**src/rtl/uart_tx_scheduler.sv**
```systemverilog
// uart_tx_scheduler: round-robin arbiter sharing one 2-byte UART transmitter between N_REQ requesters.
// Define UART_TXS_FIXED_PRIO_EN for fixed lowest-index-wins priority instead of round-robin.
module uart_tx_scheduler #(
  parameter int N_REQ        = 4,
  parameter int IDW          = 2,
  parameter int FRAME_CYCLES = 25,
  parameter int GAP_CYCLES   = 2
) (
  input  logic                 clk_9k6hz,
  input  logic                 rst,
  input  logic [N_REQ-1:0]     req,
  input  logic [16*N_REQ-1:0]  data_in,
  output logic [N_REQ-1:0]     ack,
  output logic                 tx_en,
  output logic [15:0]          tx_data,
  output logic [IDW-1:0]       grant_id,
  output logic                 busy,
  output logic                 done
);
  localparam int CW = $clog2(FRAME_CYCLES + GAP_CYCLES + 1);
  localparam logic [2:0] FLUSH = 3'd0, IDLE = 3'd1, KICK = 3'd2, BUSY = 3'd3, GAP = 3'd4;
  logic [2:0]       state_q, state_d;
  logic [CW-1:0]    cnt_q, cnt_d;
  logic [IDW-1:0]   ptr_q, ptr_d, grant_q, grant_d, win;
  logic [N_REQ-1:0] ack_q, ack_d;
  logic [15:0]      tx_data_q, tx_data_d;
  logic             tx_en_q, tx_en_d, busy_q, busy_d, done_q, done_d;
  // Scan downward so the last hit is the highest-priority candidate.
  always_comb begin
    win = '0;
`ifdef UART_TXS_FIXED_PRIO_EN
    for (int i = N_REQ - 1; i >= 0; i--)
      if (req[IDW'(i)]) win = IDW'(i);
`else
    for (int k = N_REQ; k >= 1; k--)
      if (req[IDW'((int'(ptr_q) + k) % N_REQ)]) win = IDW'((int'(ptr_q) + k) % N_REQ);
`endif
  end
  always_comb begin
    state_d   = state_q;
    cnt_d     = cnt_q;
    ptr_d     = ptr_q;
    ack_d     = ack_q;
    tx_en_d   = tx_en_q;
    tx_data_d = tx_data_q;
    grant_d   = grant_q;
    busy_d    = busy_q;
    done_d    = done_q;
    case (state_q)
      FLUSH: begin
        busy_d = 1'b1;
        if (cnt_q == '0) begin
          state_d = IDLE;
          busy_d  = 1'b0;
        end else cnt_d = cnt_q - 1'b1;
      end
      IDLE: if (|req) begin
        tx_data_d = data_in[16*win +: 16];
        ack_d     = N_REQ'(1) << win;
        grant_d   = win;
        ptr_d     = win;
        busy_d    = 1'b1;
        state_d   = KICK;
      end
      KICK: begin
        ack_d   = '0;
        tx_en_d = 1'b1;
        cnt_d   = CW'(FRAME_CYCLES - 1);
        state_d = BUSY;
      end
      BUSY: begin
        tx_en_d = 1'b0;
        cnt_d   = cnt_q - 1'b1;
        done_d  = cnt_q == CW'(1);
        if (cnt_q == '0) begin
          done_d  = 1'b0;
          cnt_d   = CW'(GAP_CYCLES - 1);
          state_d = GAP;
        end
      end
      GAP: begin
        if (cnt_q == '0) begin
          state_d = IDLE;
          busy_d  = 1'b0;
        end else cnt_d = cnt_q - 1'b1;
      end
      default: state_d = FLUSH;
    endcase
  end
  // The transmitter has no reset, so reset always drains a possible in-flight frame.
  always_ff @(posedge clk_9k6hz) begin
    if (rst) begin
      state_q   <= FLUSH;
      cnt_q     <= CW'(FRAME_CYCLES + GAP_CYCLES - 1);
      ptr_q     <= IDW'(N_REQ - 1);
      grant_q   <= IDW'(N_REQ - 1);
      ack_q     <= '0;
      tx_en_q   <= 1'b0;
      tx_data_q <= 16'h0000;
      busy_q    <= 1'b1;
      done_q    <= 1'b0;
    end else begin
      state_q   <= state_d;
      cnt_q     <= cnt_d;
      ptr_q     <= ptr_d;
      grant_q   <= grant_d;
      ack_q     <= ack_d;
      tx_en_q   <= tx_en_d;
      tx_data_q <= tx_data_d;
      busy_q    <= busy_d;
      done_q    <= done_d;
    end
  end
  assign ack      = ack_q;
  assign tx_en    = tx_en_q;
  assign tx_data  = tx_data_q;
  assign grant_id = grant_q;
  assign busy     = busy_q;
  assign done     = done_q;
endmodule

```
**config.mk**
```make
export PLATFORM = sky130hd
export DESIGN_NAME = uart_tx_scheduler
export DESIGN_NICKNAME = d
export VERILOG_FILES = /design/src/rtl/uart_tx_scheduler.sv
export SDC_FILE = /design/constraint.sdc
export NUM_CORES = 1
export LEC_CHECK = 0
export ABC_AREA = 1
export CAP_MARGIN = 40
export CORE_MARGIN = 1
export CORE_UTILIZATION = 40
export DETAILED_ROUTE_END_ITERATION = 6
export GPL_TIMING_DRIVEN = 0
export PLACE_DENSITY = 0.87
export SLEW_MARGIN = 30
export SYNTH_ARGS = -nofsm -noshare
export SYNTH_HDL_FRONTEND = slang
export SYNTH_SLANG_ARGS = --single-unit
```
**constraint.sdc**
```tcl
create_clock -name clk_9k6hz -period 1.9 [get_ports clk_9k6hz]
set_input_delay 0.285 -clock clk_9k6hz [delete_from_list [all_inputs] [get_ports clk_9k6hz]]
set_output_delay 0.285 -clock clk_9k6hz [all_outputs]
set_load 0.01 [all_outputs]
```
; ---- Word-level counts from Yosys, hierarchy flattened
; Cells that the tools add are included.
[totals]
reg_bits = 33
input_bits = 70
out_inout_bits = 25
word_cells = 73
[classes]
n_addsub = 5
order_cmp = 4
n_eq_ne = 10
shift = 2
n_mux = 31
reduce_logical = 13
[ops]
columns = cell, count
row1 = indexed part select 64 x 7 -> 16 bit, 1
row2 = "less-than comparator 2 x 4 -> 1 bit, second input constant", 4
row3 = case mux 5 bit (3 select lines), 1
row4 = 2-to-1 mux 1 bit, 12
row5 = case mux 3 bit (4 select lines), 1
row6 = 2-to-1 mux 5 bit, 2
row7 = 2-to-1 mux 3 bit, 3
row8 = binary-select mux 1 bit (select 2 bit), 4
row9 = 2-to-1 mux 2 bit, 4
row10 = "!= test 2 bit, second input constant", 4
row11 = case mux 4 bit (2 select lines), 1
row12 = "equality test 3 x 2 -> 1 bit, second input constant", 2
row13 = AND reduction 2 bit, 3
row14 = AND reduction 3 bit, 2
row15 = nonzero test 3 bit, 2
row16 = "equality test 5 x 1 -> 1 bit, second input constant", 1
row17 = logical NOT 5 bit, 1
row18 = "subtractor 5 x 1 -> 5 bit, second input constant", 1
row19 = "adder 2 x 1 -> 2 bit, second input constant", 2
row20 = "adder 2 bit, second input constant", 2
row21 = 2-to-1 mux 4 bit, 1
row22 = nonzero test 2 bit, 2
row23 = OR reduction 4 bit, 1
row24 = "left shift 1 x 2 -> 4 bit, first input constant", 1
row25 = other kinds (7), 7

; ---- Logic depth before layout (Yosys ltp)
[depth]
depth_word = 11
ltp_mapped = 16
ltp_nobuf = 14

; ---- Least setup slack after synthesis
; Ideal clock, no wire load.
[synth_timing]
path_type = flip-flop to flip-flop
startpoint = reg grant_id[0] (netlist name)
endpoint = reg tx_data_q[15] (netlist: tx_data[15])
setup_time_ns = 0.119
t_arrival_ns = 1.620
required_time_ns = 1.781
slack_ns = 0.161
path_stages_with_launch = 17
n_path_buf = 3
synth_period_minus_slack_ns = 1.739
path_cell_list = dfxtp_1 > buf_6 > inv_8 > nand2_2 > nand2_1 > nand2_1 > nand2_1 > nand2_2 > nand2_2 > nand2_4 > nand2_4 > buf_6 > buf_8 > nand3_2 > nand3_1 > nor2_2 > nor2_2
[synth_lines]
columns = item, line
row1 = "end signal, assigned", 109  ; tx_data_q <= tx_data_d;
row2 = "end, declared", 26  ; logic [15:0] tx_data_q, tx_data_d;

==> results.json <==
{
  "outcome": "finished, violations left",
  "violations": "negative setup slack",
  "arrival_ns": 2.11,
  "cpMaxStageDelayCell": "dfxtp_2",
  "cp.required_ns": 2.09,
  "setup_viol_count_final": 4,
  "p_leak_nw": 1.70,
  "viasPerCell": 5.26,
  "grt-ovfl-total": 0,
  "cts_made_buffers": 5,
  "grt_pass1_wl_mm": 12.0,
  "fin_crit_ns": 1.92,
  "routed_wl_mm": 8.21,
  "dr.pass1.iters": 5,
  "ys_seq_area_frac": 0.290,
  "path_common_cell": "nand2_4",
  "clock_path_buffers": 2,
  "skew_ns": 0.00685,
  "p_clk_frac": 0.199,
  "final_cell_area_um2": 3830,
  "route.detailed.drc": 0,
  "syn_to_final_growth_pct": 68.3,
  "ctsHoldBuffers": 0,
  "ys_ff_latch": 33,
  "synth_area_per_cell_um2": 6.21,
  "grt_max_degree": 12,
  "vias": 2916,
  "tightest_slew_ns": 0.455,
  "place.gp.congestion": 0.896,
  "crit_chain": "inv_2 > nand2_1 > nand2_2 > nand2_2 > nand2_2 > nand2_4 > nand2_4 > nand2_4 > nand2_4 > clkbuf_4 > nand3_1 > nand3_2 > nor2_1 > nor2_1",
  "cts_tree": "yes",
  "antenna_found_initial": 0,
  "io-pin-count": 95,
  "nets": 553,
  "grt_pass1_vias": 2628,
  "grt_setup_unrepaired": "true",
  "fillCellCount": 417,
  "maxCapViolCount": 0,
  "critical_path_class": "reg -> reg",
  "die_w_um": 77.4,
  "first_iter_violations": 257,
  "seqCellArea_um2": 663,
  "ys_top_cells_by_area": "dfxtp_1 (29%), nand2_1 (13%), nor2_1 (12%), nand3_1 (6.6%), inv_1 (5.8%)",
  "cts.clk_slew.worst_paths_ns": 0.08,
  "hold_viol": 0,
  "max-vdd-ir-drop_v": 0.000506,
  "critPathMaxStageDelay_ns": 0.42,
  "die_y_um": 77.4,
  "tns_ns": -0.0548,
  "worst_slack_ns": -0.0243,
  "multi_input_area_um2": 1470,
  "synthDistinctLibCells": 30,
  "p_sw_frac": 0.410,
  "slew_violations": 0,
  "end_kind": "flop",
  "hold_depth": 2,
  "insertedDiodeCount": 0,
  "htree_num_levels": 2,
  "worstHoldPathType": "reg -> reg",
  "max_freq_ghz": 0.520,
  "clock-sinks": 33,
  "ff2ff_path_depth": 14,
  "coreArea_um2": 5510,
  "portBuffers": 94,
  "yosysTopAreaCellShare": 0.290,
  "rows": 27,
  "grtUsageTotal": 0.253,
  "cts_root_buffer": "clkbuf_8",
  "combPwrFrac": 0.576,
  "yosys.area.top_type": "dfxtp_1",
  "p_total_w": 0.00405,
  "switching_power_w": 0.00166,
  "ys.warnings.count": 0,
  "dpl-instance-area_um2": 3310,
  "path_max_fanout": 10,
  "synth_area_um2": 2270,
  "clk-insertion-delay-late_ns": 0.30,
  "finalCritPeriodShare": 1.01,
  "powerDensity_nw_per_um2": 1060,
  "intPower_w": 0.00239,
  "start_kind": "flop",
  "dieArea_um2": 5990,
  "syn_nets": 438,
  "final_layout_size_suffix_gt1_frac": 0.207,
  "p_seq_frac": 0.225,
  "wl_per_cell_um": 14.8,
  "hpwl_mm": 5.41,
  "syn-instance-count": 366,
  "drtAntennaViolNets": 0,
  "relSlewSlack": 0.697,
  "start_util": 0.413,
  "pre_cts_ws_ns": -0.384
}
-- registers in the layout (all words and copies together), names as in the netlist --
name      flops
tx_en         1
ack           4
cnt_q         5
grant_id      2
state_q       3
busy          1
tx_data      16
done          1
-- layer usage --
metal | global-route usage | vias to the layer above | share of wire
li1 | - | 1401 | -
met5 | 0 | - | 0
met3 | 0.0659 | 27 | 0.093
met2 | 0.435 | 179 | 0.50
met1 | 0.290 | 1309 | 0.38
met4 | 0.121 | 0 | 0.029
-- worst paths after layout --
check / start / end / slack [ns]
max reg2reg: grant_id[1]$_SDFFE_PP1P_ / tx_data[7]$_SDFFE_PP0P_ / -0.02
min: ack[2]$_SDFFE_PP0P_ / ack[2]$_SDFFE_PP0P_ / 0.47
min reg2reg: ack[2]$_SDFFE_PP0P_ / ack[2]$_SDFFE_PP0P_ / 0.47
max: grant_id[1]$_SDFFE_PP1P_ / tx_data[7]$_SDFFE_PP0P_ / -0.02
-- synth_stat cells (all sizes together) --
cell type and number:
o22ai 1, nand2 84, o211ai 3, dfxtp 33, buf 12, or2 1
a21oi 15, nor2 77, o21ai 25, nor3 4, clkbuf 6, xnor2 1
nor4 1, nand4 16, inv 44, ha 2, nand3 41
-- layout by cell type, fill, tap and decap left out, types with 2 or more instances in the layout --
cell type        Yosys  layout
a21oi_1             14      14
buf_12               0       3
buf_4                1       9
buf_6                4       6
buf_8                1       3
bufinv_16            0       2
clkbuf_1             6       3
clkbuf_16            0       2
clkbuf_2             0       3
clkbuf_4             0       2
clkbuf_8             0       5
clkdlybuf4s50_1      0      90
dfxtp_1             33      31
dfxtp_2              0       2
dlymetal6s2s_1       0       4
ha_1                 2       2
inv_1               35      33
inv_2                8       8
inv_4                0       2
nand2_1             76      62
nand2_2              6      12
nand2_4              2      10
nand3_1             30      22
nand3_2             10      15
nand3_4              1       4
nand4_1             16      16
nor2_1              74      71
nor2_2               3       6
nor3_1               3       3
o211ai_1             3       3
o21ai_0             24      24
-- worst max-delay path, delay by kind of cell, from the launching register on --
family	cells	cell delay (ns)
flops	1	0.42
simple gates	12	1.06
buf+inv	2	0.31
-- cell type report --
cell class / count / share of cell area
buffer: 18 / 0.0428
clock buffer: 5 / 0.0180
clock inverter: 3 / 0.0170
inverter: 44 / 0.0477
multi-input combinational: 271 / 0.384
sequential: 33 / 0.173
tap: 72 / 0.0235
timing repair buffer: 108 / 0.294
-- power groups by stage --
stage          Combinational, W  Clock (W)  Sequential [W]
2_1_floorplan           0.00116          0        0.000933
3_3_place_gp            0.00173          0        0.000913
3_5_place_dp            0.00179          0        0.000914
4_1_cts                 0.00185   0.000798        0.000902
5_1_grt                 0.00251   0.000841        0.000924
6_report                0.00233   0.000807        0.000913
-- metrics by stage --
| stage | instances | hold WS [ns] | utilization |
|---|---|---|---|
| detailed placement | 532 | 0.462 | 0.600 |
| global placement | 532 | 0.449 | 0.600 |
| global route | 554 | 0.497 | 0.695 |
| finish | 554 | 0.474 | 0.695 |
| CTS | 544 | 0.474 | 0.632 |
| floorplan | 366 | 0.445 | - |
-- cell families (layout without fill, tap and decap cells) --
family,after synthesis,after routing,synth area share
buffers and inverters,62,178,0.129
adder cells (fa/ha/maj),2,2,0.0110
AO/OA/AOI/OAI,44,44,0.106
AND/OR/NAND/NOR,224,224,0.460
XOR/XNOR,1,1,0.00385
flip-flops,33,33,0.290
-- timing repair --
action | CTS | global route
buffers inserted | 4 | 8
gates resized for setup | 4 | 65
pin swaps | 2 | 18
endpoints found under the setup margin | 11 | 24
cloned | 0 | 2
No activity file was read; power rests on OpenSTA's default activity.
